<file path="src/rtl/eve_pkg.sv">
// Shared types and constants for the EvE child collector: FSM states, slot
// encoding and the lowest-enabled-slot helper.
package eve_pkg;

  typedef enum logic {IDLE = 1'b0, DRAIN = 1'b1} state_t;

  localparam int GENOME_W  = 64;
  localparam int NUM_SLOTS = 3;
  localparam int SLOT_W    = 2;

  localparam logic [SLOT_W-1:0] SLOT_OUT1 = 2'd0;
  localparam logic [SLOT_W-1:0] SLOT_OUT2 = 2'd1;
  localparam logic [SLOT_W-1:0] SLOT_OUT3 = 2'd2;

  function automatic logic [SLOT_W-1:0] lowest_slot(input logic [NUM_SLOTS-1:0] mask);
    logic [SLOT_W-1:0] slot;
    if (mask[0]) begin
      slot = SLOT_OUT1;
    end else if (mask[1]) begin
      slot = SLOT_OUT2;
    end else begin
      slot = SLOT_OUT3;
    end
    return slot;
  endfunction

endpackage

</file>
<file path="src/rtl/eve_next_slot.sv">
// Slot sequencer: picks the next enabled slot after the current one, or the
// first enabled slot when searching from the start of a PE.
module eve_next_slot
  import eve_pkg::*;
(
  input  logic [SLOT_W-1:0]    i_cur_slot,
  input  logic [NUM_SLOTS-1:0] i_mask,
  input  logic                 i_last_pe,
  input  logic                 i_from_start,
  output logic [SLOT_W-1:0]    o_next_slot,
  output logic                 o_pe_inc,
  output logic                 o_is_last
);

  logic [NUM_SLOTS-1:0] w_above;
  logic [NUM_SLOTS-1:0] w_cand;

  // Search the enabled slots above the current one; wrap to the next PE when none remain
  always_comb begin
    w_above     = 3'b000;
    w_cand      = 3'b000;
    o_next_slot = SLOT_OUT1;
    o_pe_inc    = 1'b0;
    case (i_cur_slot)
      SLOT_OUT1: w_above = 3'b110;
      SLOT_OUT2: w_above = 3'b100;
      default:   w_above = 3'b000;
    endcase
    if (i_from_start) begin
      w_cand = i_mask;
    end else begin
      w_cand = i_mask & w_above;
    end
    if (w_cand != 3'b000) begin
      o_next_slot = lowest_slot(w_cand);
      o_pe_inc    = 1'b0;
    end else begin
      o_next_slot = lowest_slot(i_mask);
      o_pe_inc    = 1'b1;
    end
    o_is_last = o_pe_inc & i_last_pe;
  end

endmodule

</file>
<file path="src/rtl/eve_child_collector.sv">
// Snapshots the three child words of every PE on capture and drains them as a
// tagged valid/ready stream, PE-major and slot-minor.
module eve_child_collector
  import eve_pkg::*;
#(
  parameter int num_PE  = 8,
  parameter int PE_ID_W = 8
) (
  input  logic                         input_clk,
  input  logic                         reset,
  input  logic                         capture,
  input  logic [GENOME_W*num_PE-1:0]   in1,
  input  logic [GENOME_W*num_PE-1:0]   in2,
  input  logic [GENOME_W*num_PE-1:0]   in3,
  input  logic [NUM_SLOTS-1:0]         slot_en,
  output logic [GENOME_W-1:0]          out_data,
  output logic [PE_ID_W-1:0]           out_pe_id,
  output logic [SLOT_W-1:0]            out_slot,
  output logic                         out_valid,
  input  logic                         out_ready,
  output logic                         busy,
  output logic                         done,
  output logic                         overflow
);

  localparam int PIDX_W = (num_PE > 1) ? $clog2(num_PE) : 1;
  localparam logic [PIDX_W-1:0] LAST_PE = PIDX_W'(num_PE - 1);
  localparam logic [PIDX_W-1:0] PE_ONE  = PIDX_W'(1);
  localparam logic [PIDX_W-1:0] PE_ZERO = PIDX_W'(0);

  state_t                       r_state;
  logic [GENOME_W*num_PE-1:0]   r_sh1, r_sh2, r_sh3;
  logic [NUM_SLOTS-1:0]         r_mask;
  logic [PIDX_W-1:0]            r_pe;
  logic [SLOT_W-1:0]            r_slot;
  logic [GENOME_W-1:0]          r_data;
  logic [PE_ID_W-1:0]           r_pe_id;
  logic                         r_valid, r_busy, r_done, r_ovf;

  logic                         w_idle;
  logic [NUM_SLOTS-1:0]         w_mask;
  logic [SLOT_W-1:0]            w_next_slot;
  logic                         w_pe_inc, w_is_last;
  logic [PIDX_W-1:0]            w_next_pe;
  logic [GENOME_W-1:0]          w_cap_word, w_drain_word;

  function automatic logic [GENOME_W-1:0] pick(
    input logic [GENOME_W*num_PE-1:0] a,
    input logic [GENOME_W*num_PE-1:0] b,
    input logic [GENOME_W*num_PE-1:0] c,
    input logic [PIDX_W-1:0]          pe,
    input logic [SLOT_W-1:0]          slot
  );
    logic [GENOME_W-1:0] word;
    case (slot)
      SLOT_OUT1: word = a[{pe, 6'd0} +: GENOME_W];
      SLOT_OUT2: word = b[{pe, 6'd0} +: GENOME_W];
      default:   word = c[{pe, 6'd0} +: GENOME_W];
    endcase
    return word;
  endfunction

  // In IDLE the sequencer looks at the live mask to find the first slot of a new capture
  assign w_idle = (r_state == IDLE);
  assign w_mask = w_idle ? slot_en : r_mask;

  eve_next_slot u_next_slot (
    .i_cur_slot   (r_slot),
    .i_mask       (w_mask),
    .i_last_pe    (r_pe == LAST_PE),
    .i_from_start (w_idle),
    .o_next_slot  (w_next_slot),
    .o_pe_inc     (w_pe_inc),
    .o_is_last    (w_is_last)
  );

  // Next pointer PE; wraps to 0 past the last PE so the shadow select stays in range
  always_comb begin
    w_next_pe = r_pe;
    if (w_pe_inc) begin
      if (w_is_last) begin
        w_next_pe = PE_ZERO;
      end else begin
        w_next_pe = r_pe + PE_ONE;
      end
    end else begin
      w_next_pe = r_pe;
    end
  end

  assign w_cap_word   = pick(in1, in2, in3, PE_ZERO, w_next_slot);
  assign w_drain_word = pick(r_sh1, r_sh2, r_sh3, w_next_pe, w_next_slot);

  // Snapshot storage is deliberately left out of reset
  always_ff @(posedge input_clk) begin
    if (w_idle && capture) begin
      r_sh1  <= in1;
      r_sh2  <= in2;
      r_sh3  <= in3;
      r_mask <= slot_en;
    end
  end

  // Collector FSM with registered stream outputs
  always_ff @(posedge input_clk) begin
    if (reset) begin
      r_state <= IDLE;
      r_valid <= 1'b0;
      r_busy  <= 1'b0;
      r_done  <= 1'b0;
      r_ovf   <= 1'b0;
      r_data  <= {GENOME_W{1'b0}};
      r_pe_id <= {PE_ID_W{1'b0}};
      r_slot  <= SLOT_OUT1;
      r_pe    <= PE_ZERO;
    end else begin
      r_done <= 1'b0;
      case (r_state)
        IDLE: begin
          if (capture) begin
            if (slot_en == 3'b000) begin
              r_done <= 1'b1;
            end else begin
              r_state <= DRAIN;
              r_valid <= 1'b1;
              r_busy  <= 1'b1;
              r_pe    <= PE_ZERO;
              r_slot  <= w_next_slot;
              r_data  <= w_cap_word;
              r_pe_id <= {PE_ID_W{1'b0}};
            end
          end
        end
        DRAIN: begin
          if (capture) begin
            r_ovf <= 1'b1;
          end
          if (r_valid && out_ready) begin
            if (w_is_last) begin
              r_state <= IDLE;
              r_valid <= 1'b0;
              r_busy  <= 1'b0;
              r_done  <= 1'b1;
            end else begin
              r_pe    <= w_next_pe;
              r_slot  <= w_next_slot;
              r_data  <= w_drain_word;
              r_pe_id <= PE_ID_W'(w_next_pe);
            end
          end
        end
        default: begin
          r_state <= IDLE;
          r_valid <= 1'b0;
          r_busy  <= 1'b0;
        end
      endcase
    end
  end

  assign out_data  = r_data;
  assign out_pe_id = r_pe_id;
  assign out_slot  = r_slot;
  assign out_valid = r_valid;
  assign busy      = r_busy;
  assign done      = r_done;
  assign overflow  = r_ovf;

endmodule

</file>
<file path="config.mk">
export PLATFORM = sky130hd
export DESIGN_NAME = eve_child_collector
export DESIGN_NICKNAME = d
export VERILOG_FILES = /design/src/rtl/eve_pkg.sv /design/src/rtl/eve_next_slot.sv /design/src/rtl/eve_child_collector.sv
export SDC_FILE = /design/constraint.sdc
export NUM_CORES = 2
export LEC_CHECK = 0
export CELL_PAD_IN_SITES_DETAIL_PLACEMENT = 1
export CELL_PAD_IN_SITES_GLOBAL_PLACEMENT = 1
export CORE_AREA = 2 2 632 634
export CTS_BUF_LIST = sky130_fd_sc_hd__clkbuf_4 sky130_fd_sc_hd__clkbuf_8
export DETAILED_ROUTE_END_ITERATION = 8
export DIE_AREA = 0 0 634 636
export GPL_ROUTABILITY_DRIVEN = 0
export PLACE_DENSITY = 0.42
export SKIP_CTS_REPAIR_TIMING = 1
export SYNTH_ARGS = -nofsm -noshare
export SYNTH_HDL_FRONTEND = slang
export SYNTH_SLANG_ARGS = --single-unit
export TNS_END_PERCENT = 20
</file>
<file path="constraint.sdc">
create_clock -name input_clk -period 112.8 [get_ports input_clk]
set_input_delay 16.92 -clock input_clk [delete_from_list [all_inputs] [get_ports input_clk]]
set_output_delay 16.92 -clock input_clk [all_outputs]
set_load 0.05 [all_outputs]
</file>
==> flow_metrics.env <==
export IMPL_pre_cts_ws_ps=88590
export IMPL_synthMuxAreaShare=0.000897
export IMPL_synth_warnings=0
export IMPL_cts_tree="built"
export IMPL_grtUsageTotal=0.183
export IMPL_post_route_period_util=0.204
export IMPL_max_freq_mhz=43.4
export IMPL_ys_ff_latch=1612
export IMPL_clk_pin_slew_worst_paths_ps=50
export IMPL_cts_max_path_buffers=4
export IMPL_slew_headroom=0.132
export IMPL_final_common_cell="clkdlybuf4s50_1"
export IMPL_min_delay_start="out_slot[1]$_SDFFE_PP0P_"
export IMPL_dr_pass1_iters=9
export IMPL_max_cap_violations=0
export IMPL_startpoint="capture"
export IMPL_cts_sinks=1612
export IMPL_min_path_type="reg2reg"
export IMPL_grtUsageMet3=0.0657
export IMPL_crit_path_max_incr_delay_ps=890
export IMPL_violations="design-rule violations"
export IMPL_setup_ws_ps=89740
export IMPL_critPathMaxFanout=163
export IMPL_rows=232
export IMPL_netlist_area_um2=61400
export IMPL_die_h_um=636
export IMPL_ctsRootBufferMaster="clkbuf_8"
export IMPL_fin_crit_ps=23060
export IMPL_htree_levels=5
export IMPL_area_growth_pct=48.1
export IMPL_portBuffers=1615
export IMPL_fillers=43261
export IMPL_regToRegStartpoint="r_state$_SDFF_PP0_"
export IMPL_ioPinCount=1621
export IMPL_synth_ff_type="edfxtp_1"
export IMPL_synth_top_family_by_area="compound AO/OA/AOI/OAI gates"
export IMPL_grt_pass1_wl_um=490000
export IMPL_skew_ps=77.9
export IMPL_route_detailed_wl_per_inst_um=35.2
export IMPL_synth_cells=3562
export IMPL_drt_wl_total_um=385000
export IMPL_grt_busiest_layer="met2"
export IMPL_cp_start_kind="input port"
export IMPL_grtUsageMet2=0.305
export IMPL_avgSynthCellArea_um2=17.2
export IMPL_ant_nets=0
export IMPL_worstSkewPairLatency_ps=1100
export IMPL_timing_setup_tns_ps=0
export IMPL_drv_slew=0
export IMPL_whs_ps=532
export IMPL_detail_route_vias_per_cell=4.29
export IMPL_synthXorXnorAreaFrac=0
export IMPL_antenna_found_initial=327
export IMPL_p_leak_nw=29.1
export IMPL_synth_fa_ha_area_frac=0.000408
export IMPL_start_util=0.155
export IMPL_grt_pass1_vias=47840
export IMPL_crit_chain="clkdlybuf4s50_1 -> nor2b_4 -> buf_4 -> buf_4 -> buf_4 -> buf_4 -> buf_4 -> buf_12 -> buf_4"
export IMPL_postLayoutCoreUtil=0.229
export IMPL_worst_setup_path_type="in2reg"
export IMPL_endpoint_kind="register"
export IMPL_synth_simple_area_share=0.0322
export IMPL_worstPathArrival_ps=23710
export IMPL_die_w_um=634
export IMPL_finalHoldViolations=0
export IMPL_status="finished, violations left"
export IMPL_ys_types=60
export IMPL_die_area_um2=403000
export IMPL_grt_ovfl_total=0
export IMPL_cts_inserted_buffers=324
export IMPL_seq_area_frac_synth=0.777
export IMPL_crit_slowest_cell="buf_4"
export IMPL_dp_hpwl_um=291000
export IMPL_synth_edf_count=1539
export IMPL_met1_usage=0.217
export IMPL_async_reset_ff_frac=0
export IMPL_drtIter0Drc=5791
export IMPL_synth_compound_area_frac=0.164
export IMPL_path_common_cell="buf_4"
export IMPL_finalSetupViolations=0
export IMPL_p_per_area_nw_per_um2=17.3
export IMPL_rsz0062_at_grt="false"
export IMPL_vdd_drop_max_uv=8.22
export IMPL_drive_gt1_frac=0.114
export IMPL_drc=3
export IMPL_grt_max_degree=164
export IMPL_core_area_um2=397000
export IMPL_required_ps=113450
export IMPL_worstMarginPinSlew_ps=1300
export IMPL_via_count=46951
export IMPL_final_cell_mix="clkdlybuf4s50_1 (1614), edfxtp_1 (1539), clkbuf_8 (345)"
export IMPL_nets=6851
registers in the layout, indices dropped and copies added, names as in the netlist:
name,cells
r_state,1
out_slot,2
out_data,64
overflow,1
r_sh3,512
out_pe_id,3
busy,1
r_mask,3
r_sh1,512
r_sh2,512
done,1
power breakdown:
part	switching [mW]	total (mW)	internal [mW]
logic	0.121	0.205	0.0838
registers	0.0176	0.718	0.700
clock network	0.296	0.654	0.357
metal layers:
layer / share of wire / wire (um)
met1: 0.39 / 151000
met2: 0.48 / 186000
met3: 0.092 / 35400
met4: 0.028 / 10900
met5: 0.0025 / 968
kinds of logic (layout without fill, tap and decap cells):
kind of cell    after synthesis  in the layout
mux                           4              4
flops                      1612           1612
other cells                   1            115
fa+ha+maj                     2              2
compound gates             1184           1184
buf+inv                     373           2367
simple gates                386            386
cell usage after synthesis, types with 4 or more instances:
cell	n	area, um^2
buf_1	21	78.8
buf_4	12	90.1
a222oi_1	301	3010
nand2_1	27	101
nand3_1	36	180
nand2b_1	15	93.8
a211o_1	18	158
nand4b_1	19	166
o21ai_0	7	35.0
nor2_1	140	526
a31oi_1	4	25.0
and3_1	10	62.6
o22a_1	52	455
o2bb2ai_1	9	78.8
nor4b_1	9	78.8
a2bb2oi_1	10	87.6
o21bai_1	10	75.1
nor3_1	63	315
o21a_1	54	405
inv_1	81	304
a21oi_1	146	731
o211ai_1	75	563
nor2b_1	56	350
a221o_1	188	1880
buf_2	77	385
clkbuf_1	181	679
a2111oi_0	52	455
edfxtp_1	1539	46200
dfxtp_1	73	1460
o22ai_1	9	56.3
o221ai_1	34	298
a22oi_1	109	818
a221oi_1	86	753
cell type report:
class / instances / area, um^2 / area share
tap: 5265 / 6590 / 0.0725
clock inverter: 140 / 1300 / 0.0143
multi-input combinational: 1581 / 12300 / 0.136
sequential: 1612 / 47700 / 0.525
antenna: 110 / 275 / 0.00303
clock buffer: 440 / 5460 / 0.0601
timing repair buffer: 1706 / 16900 / 0.186
inverter: 81 / 304 / 0.00335
through the flow:
| step | area, um^2 | power [mW] | std cells |
|---|---|---|---|
| after detailed placement | 83800 | 0.936 | 10245 |
| after floorplan | 61400 | 0.894 | 3566 |
| final | 90900 | 1.58 | 10935 |
| after global placement | 83800 | 0.935 | 10242 |
| after CTS | 90600 | 1.60 | 10825 |
| after global routing | 90700 | 1.63 | 10886 |
worst max-delay path: cells and delay by family:
| family | cells | cell delay [ps] |
|---|---|---|
| simple gates | 1 | 240 |
| buf+inv | 8 | 6060 |
worst paths after layout:
check | depth (start not counted) | to | slack [ps]
max | 9 | r_sh3[490]$_DFFE_PP_ | 89740
min | 2 | out_slot[1]$_SDFFE_PP0P_ | 530
max reg2reg | 8 | r_sh3[490]$_DFFE_PP_ | 105790
min reg2reg | 2 | out_slot[1]$_SDFFE_PP0P_ | 530
(Power assumes the default switching activity.)
